### src/rtl/avalon_aes_master.sv
// avalon_aes_master
//   Avalon-MM initiator that runs one AES decryption job on the register-mapped
//   AES slave: it writes the key (words 0-3), writes the encrypted message
//   (words 4-7), sets start (word 14), polls done (word 15), reads the
//   plaintext (words 8-11) and then clears start.
//
// Ports
//   CLK, RESET         rising-edge clock, asynchronous active-low reset
//   START              job request, sampled only while idle
//   KEY, MSG_ENC       128-bit operands, captured when START is accepted
//   MSG_DEC            plaintext, updated only when a job succeeds
//   BUSY / DONE / ERR  job status; ERR flags a done-poll timeout
//   AVM_*              Avalon-MM master port (all strobes registered)
//
// Parameters
//   POLL_GAP    idle cycles between done polls (0 = back-to-back polls)
//   POLL_LIMIT  done polls allowed before giving up (>= 1)
module avalon_aes_master #(
  parameter int POLL_GAP   = 4,
  parameter int POLL_LIMIT = 65535
) (
  input  logic         CLK,
  input  logic         RESET,
  input  logic         START,
  input  logic [127:0] KEY,
  input  logic [127:0] MSG_ENC,
  output logic [127:0] MSG_DEC,
  output logic         BUSY,
  output logic         DONE,
  output logic         ERR,
  output logic         AVM_CS,
  output logic         AVM_READ,
  output logic         AVM_WRITE,
  output logic [3:0]   AVM_BYTE_EN,
  output logic [3:0]   AVM_ADDR,
  output logic [31:0]  AVM_WRITEDATA,
  input  logic [31:0]  AVM_READDATA,
  input  logic         AVM_WAITREQUEST
);

  localparam int PCW = $clog2(POLL_LIMIT + 1);
  localparam int GW  = (POLL_GAP > 1) ? $clog2(POLL_GAP) : 1;

  typedef enum logic [3:0] {
    S_IDLE, S_WR_KEY, S_WR_MSG, S_WR_START, S_POLL,
    S_GAP, S_RD_DEC, S_CLR_START, S_FIN
  } state_t;

  state_t           state, nstate;
  logic [1:0]       idx, nidx;
  logic [PCW-1:0]   poll_cnt, npoll;
  logic [GW-1:0]    gap_cnt, ngap;
  logic [127:0]     key_q, msg_q;
  logic [31:0]      sh0, sh1, sh2;
  logic             cap, set_err, load_dec, sh_we;
  logic             nrd, nwr;
  logic [3:0]       naddr;
  logic [31:0]      nwd;
  logic             xfer;

  // Word 0 of each 128-bit operand is its most significant 32 bits.
  function automatic logic [31:0] word_of(input logic [127:0] v, input logic [1:0] i);
    case (i)
      2'd0:    word_of = v[127:96];
      2'd1:    word_of = v[95:64];
      2'd2:    word_of = v[63:32];
      default: word_of = v[31:0];
    endcase
  endfunction

  assign xfer = (AVM_READ | AVM_WRITE) & ~AVM_WAITREQUEST;
  assign BUSY = (state != S_IDLE) && (state != S_FIN);
  assign DONE = (state == S_FIN);

  always_comb begin
    nstate   = state;
    nidx     = idx;
    npoll    = poll_cnt;
    ngap     = gap_cnt;
    cap      = 1'b0;
    set_err  = 1'b0;
    load_dec = 1'b0;
    sh_we    = 1'b0;
    case (state)
      S_IDLE: if (START) begin
        cap    = 1'b1;
        nstate = S_WR_KEY;
        nidx   = 2'd0;
        npoll  = '0;
      end
      S_WR_KEY: if (xfer) begin
        nidx = idx + 2'd1;
        if (idx == 2'd3) nstate = S_WR_MSG;
      end
      S_WR_MSG: if (xfer) begin
        nidx = idx + 2'd1;
        if (idx == 2'd3) nstate = S_WR_START;
      end
      S_WR_START: if (xfer) nstate = S_POLL;
      S_POLL: if (xfer) begin
        if (AVM_READDATA[0]) begin
          nstate = S_RD_DEC;
          nidx   = 2'd0;
        end else if (poll_cnt == PCW'(POLL_LIMIT - 1)) begin
          set_err = 1'b1;
          nstate  = S_CLR_START;
        end else begin
          npoll = poll_cnt + 1'b1;
          ngap  = '0;
          // With no gap configured the next poll follows immediately.
          nstate = (POLL_GAP == 0) ? S_POLL : S_GAP;
        end
      end
      S_GAP: begin
        if (gap_cnt == GW'(POLL_GAP - 1)) nstate = S_POLL;
        else                              ngap   = gap_cnt + 1'b1;
      end
      S_RD_DEC: if (xfer) begin
        nidx = idx + 2'd1;
        if (idx == 2'd3) begin
          nstate   = S_CLR_START;
          load_dec = 1'b1;
        end else begin
          sh_we = 1'b1;
        end
      end
      S_CLR_START: if (xfer) nstate = S_FIN;
      S_FIN:       nstate = S_IDLE;
      default:     nstate = S_IDLE;
    endcase

    // Bus drive for the coming cycle is a pure function of the next state, so
    // a stalled transfer re-presents identical address/data/strobes.
    nrd   = 1'b0;
    nwr   = 1'b0;
    naddr = 4'd0;
    nwd   = 32'd0;
    case (nstate)
      S_WR_KEY: begin
        nwr = 1'b1; naddr = {2'b00, nidx}; nwd = word_of(cap ? KEY : key_q, nidx);
      end
      S_WR_MSG: begin
        nwr = 1'b1; naddr = {2'b01, nidx}; nwd = word_of(msg_q, nidx);
      end
      S_WR_START:  begin nwr = 1'b1; naddr = 4'd14; nwd = 32'd1; end
      S_POLL:      begin nrd = 1'b1; naddr = 4'd15; end
      S_RD_DEC:    begin nrd = 1'b1; naddr = {2'b10, nidx}; end
      S_CLR_START: begin nwr = 1'b1; naddr = 4'd14; nwd = 32'd0; end
      default: ;
    endcase
  end

  always_ff @(posedge CLK or negedge RESET) begin
    if (!RESET) begin
      state         <= S_IDLE;
      idx           <= 2'd0;
      poll_cnt      <= '0;
      gap_cnt       <= '0;
      key_q         <= '0;
      msg_q         <= '0;
      sh0           <= '0;
      sh1           <= '0;
      sh2           <= '0;
      MSG_DEC       <= '0;
      ERR           <= 1'b0;
      AVM_CS        <= 1'b0;
      AVM_READ      <= 1'b0;
      AVM_WRITE     <= 1'b0;
      AVM_BYTE_EN   <= 4'b0000;
      AVM_ADDR      <= 4'd0;
      AVM_WRITEDATA <= 32'd0;
    end else begin
      state         <= nstate;
      idx           <= nidx;
      poll_cnt      <= npoll;
      gap_cnt       <= ngap;
      AVM_CS        <= nrd | nwr;
      AVM_READ      <= nrd;
      AVM_WRITE     <= nwr;
      AVM_BYTE_EN   <= {4{nrd | nwr}};
      AVM_ADDR      <= naddr;
      AVM_WRITEDATA <= nwd;
      if (cap) begin
        key_q <= KEY;
        msg_q <= MSG_ENC;
      end
      if (cap)          ERR <= 1'b0;
      else if (set_err) ERR <= 1'b1;
      if (sh_we) begin
        case (idx)
          2'd0:    sh0 <= AVM_READDATA;
          2'd1:    sh1 <= AVM_READDATA;
          default: sh2 <= AVM_READDATA;
        endcase
      end
      // Last plaintext word goes straight from the bus into the result.
      if (load_dec) MSG_DEC <= {sh0, sh1, sh2, AVM_READDATA};
    end
  end

endmodule

### config.mk
export PLATFORM = sky130hd
export DESIGN_NAME = avalon_aes_master
export DESIGN_NICKNAME = d
export VERILOG_FILES = /design/src/rtl/avalon_aes_master.sv
export SDC_FILE = /design/constraint.sdc
export NUM_CORES = 1
export LEC_CHECK = 0
export ABC_AREA = 1
export BUFFER_PORTS_ARGS = -buffer_cell sky130_fd_sc_hd__buf_2
export CAP_MARGIN = 10
export CORE_AREA = 2 2 217 219
export DETAILED_ROUTE_END_ITERATION = 16
export DIE_AREA = 0 0 219 221
export HOLD_SLACK_MARGIN = 0.15
export PLACE_DENSITY = 0.81
export SETUP_SLACK_MARGIN = 0.15
export SLEW_MARGIN = 20
export SYNTH_ARGS = -nofsm -noshare
export SYNTH_HDL_FRONTEND = slang
export SYNTH_SLANG_ARGS = --single-unit
### constraint.sdc
create_clock -name CLK -period 2.3 [get_ports CLK]
set_input_delay 0.46 -clock CLK [delete_from_list [all_inputs] [get_ports CLK]]
set_output_delay 0.46 -clock CLK [all_outputs]
set_load 0.05 [all_outputs]
==> key figures <==
Global routing
  – Largest net degree at the start of global routing: 93
  – All-Layer GR Usage: 32.8%
  – Wire length of the first global-routing pass: 122000 um
  – Global route overflow: 0
  – Initial antenna violation count: 14
  – Number of global-route vias before repair: 21677

Synth
  – Commonest register cell after synthesis: dfrtp_1
  – Top-count cell post-synth: nand2_1
  – Top cells by count, synth: nand2_1, dfrtp_1, o21ai_0
  – Distinct cells, synth: 36
  – Top cells by area, synth: dfrtp_1, nand2_1, o21ai_0
  – Synth Area in XOR/XNOR: 0.346%
  – Synth warnings: 0
  – Syn_area_per_cell: 9.06 um2
  – Synth Area in Compound Gates: 5.77%
  – Simple-gate portion of the synthesized area: 22.7%
  – Post-Syn Nets: 2816
  – Post-synth EDFFs: 0
  – Synth area leader: dfrtp_1
  – Ys async rst share: 100%
  – Post-synthesis sequential area ratio: 59.7%
  – Synth top area share: around three fifths
  – Synth Area in Adders: 0.329%
  – Largest family of logic cells by synthesized area: simple AND/OR/NAND/NOR gates
  – Post-Syn Area: 22800 um2
  – Mapped Cells: 2518
  – Mux contribution to synthesized area: a little over 6%
  – Synthesis-stage register bit count: 544

CTS
  – CTS tree: built
  – # H-tree levels: 2
  – Clk buf depth: 3
  – # clock sinks: 544
  – Clk_lat worst skew: 0.61 ns
  – Clock transition at path regs: 0.07 ns
  – Inserted Clock Buffers: 53
  – Root Driver: clkbuf_16

Die
  – Core area: 46100 um2
  – Initial Utilization: between 40% and 50%
  – Row cnt: between 70 and 80
  – Chip height: approximately 220 um
  – Die area: 48400 um2
  – Ports: 466
  – Die W: around 220 um

Critical path
  – Critical Path Sink Type: register
  – Worst setup SP type: register
  – Worst-path fanout max: 7
  – Critical path class: register to register
  – Critical path data arrival time: 2.68 ns
  – FF-to-FF path depth: 15
  – Critical Path RT: 2.79 ns

Placement
  – Placer Congestion: 0.888
  – Detail Placement HPWL: 46300 um
  – Dpl ws: -0.149 ns
  – Number of port buffers: 465

Worst hold path
  – WHS Path Cells: 3
  – Worst Hold Class: input port to register

Pwr
  – Power, Total: a little over 40 mW
  – Worst VDD drop: between 900 and 1000 uV
  – Leakage Power: 17.2 nW
  – Power Density: 1290 nW/um2

STA
  – Final period util: 94.9%
  – Max-slew violations: 0
  – Post-route setup slack: 0.117 ns
  – Max Fclk: 0.458 GHz
  – Skew final: 0.0196 ns
  – Rel. slew slack: 58.1%
  – Slew @ Worst Pin: 0.629 ns
  – Setup-failing EPs final: 0
  – Post-layout min period: 2.18 ns
  – RSZ-0062 raised after global routing: true
  – Final-report hold violation count: 0

Finish
  – Share of cells above drive strength 1: 25.7%
  – Number of nets in the layout: 3569
  – Layout Area Growth over Synthesis: 37.6%
  – Fill cells: 3179

Routing
  – Number of remaining DRC errors: 0
  – Met2 routed wirelength: approximately 38000 um
  – DRT Wirelength: 81300 um
  – Met3 WL: just over 8000 um
  – Initial DRC count: 2218
  – Routed len/inst: 20.7 um
  – Vias per cell: about 5.5
  – TritonRoute pass-1 iters: 6
  – Met1 wire length: 29600 um
  – DRT antenna net count: 0
  – Uppermost routed layer: met5
  – Vias: about 22000

Outcome
  – Status: finished, final reports clean

Job
  – Max-Cap Viols: 0
metrics by stage:
stage | util [%] | instances | area, um2 | setup TNS [ns] | hold slack (ns)
finish | 68.1 | 3934 | 31400 | 0 | 0.176
global route | 68.1 | 3932 | 31400 | 0 | 0.176
CTS | 66.7 | 3899 | 30700 | 0 | 0.150
detailed placement | 57.0 | 3541 | 26200 | -0.419 | 0.457
global placement | 57.0 | 3541 | 26200 | -0.142 | 0.455
floorplan | - | 2518 | 22800 | 0 | 0.164
final cells by class:
type                            count  area (um2)  area share (%)
Sequential cell                   544       13600            43.4
Inverter                          136         515            1.64
Clock buffer                       73        1490            4.75
Timing Repair Buffer              830        6410            20.4
Clock inverter                     24         221           0.706
Tap cell                          607         759            2.42
Multi-Input combinational cell   1706        8330            26.5
Antenna cell                       14        35.0           0.112
worst paths after layout:
path,start,endpoint,slack (ns)
hold reg to reg,key_q[46],key_q[46],0.47
max in group asynchronous,RESET,key_q[69],1.02
min in group asynchronous,RESET,sh2[1],0.40
hold / removal,KEY[27],key_q[27],0.18
setup / recovery,state[0],AVM_WRITEDATA[15],0.12
setup reg to reg,state[0],AVM_WRITEDATA[15],0.12
where the power goes:
group          internal [mW]  leakage, nW  total, mW  switching [mW]
combinational           6.43         9.24       17.5            11.1
clock                   4.80        0.824       8.66            3.87
sequential              12.6         7.14       14.2            1.62
total                   23.9         17.2       40.4            16.6
metal layers:
layer	vias to the layer above	GRT usage (%)
met5	-	0
met4	2	18.4
met3	378	8.40
met2	1452	52.8
met1	10325	40.4
li1	9460	-
placed cells by master, fill, tap and decap left out, types with 61 or more instances in the layout:
cell type and instances:
nand3_1 75, mux2_2 96, buf_4 62, dfrtp_1 543
buf_2 463, o21ai_0 212, nor2_1 88, nand2_1 1051
dlygate4sd3_1 250, clkbuf_16 61, inv_1 127
flip-flops by register name (all words and copies together) (netlist names), 4 cells and up:
| register | cells |
|---|---|
| MSG_DEC | 128 |
| key_q | 128 |
| msg_q | 128 |
| AVM_WRITEDATA | 32 |
| sh0 | 32 |
| sh1 | 32 |
| sh2 | 32 |
| poll_cnt | 16 |
| AVM_ADDR | 4 |
| state | 4 |
kinds of logic after synthesis:
family,after synthesis
multiplexers,126
adder cells (fa/ha/maj),6
flip-flops,544
XOR/XNOR,9
AND/OR/NAND/NOR,1304
buffers and inverters,270
AO/OA/AOI/OAI,259
worst max-delay path: stages, from the launching register on:
cell     delay (ns)
dfrtp_1        0.39
buf_4          0.15
nor2_4         0.12
inv_2          0.06
nor2_4         0.17
nand3_2        0.12
nand3_4        0.14
buf_6          0.13
nor2_4         0.05
buf_12         0.16
buf_12         0.14
buf_16         0.13
nand2_1        0.06
nand3_1        0.09
nand2_1        0.10
nand2_1        0.06
what timing repair did:
item	4_1_cts	5_1_grt
setup endpoints to repair	66	37
resized for setup	27	80
cloned	5	9
setup buffers	6	12
endpoints found under the hold margin	289	0
pin swaps	5	31
hold buffers	250	0
Note: power is estimated with default switching activity, not from simulation.
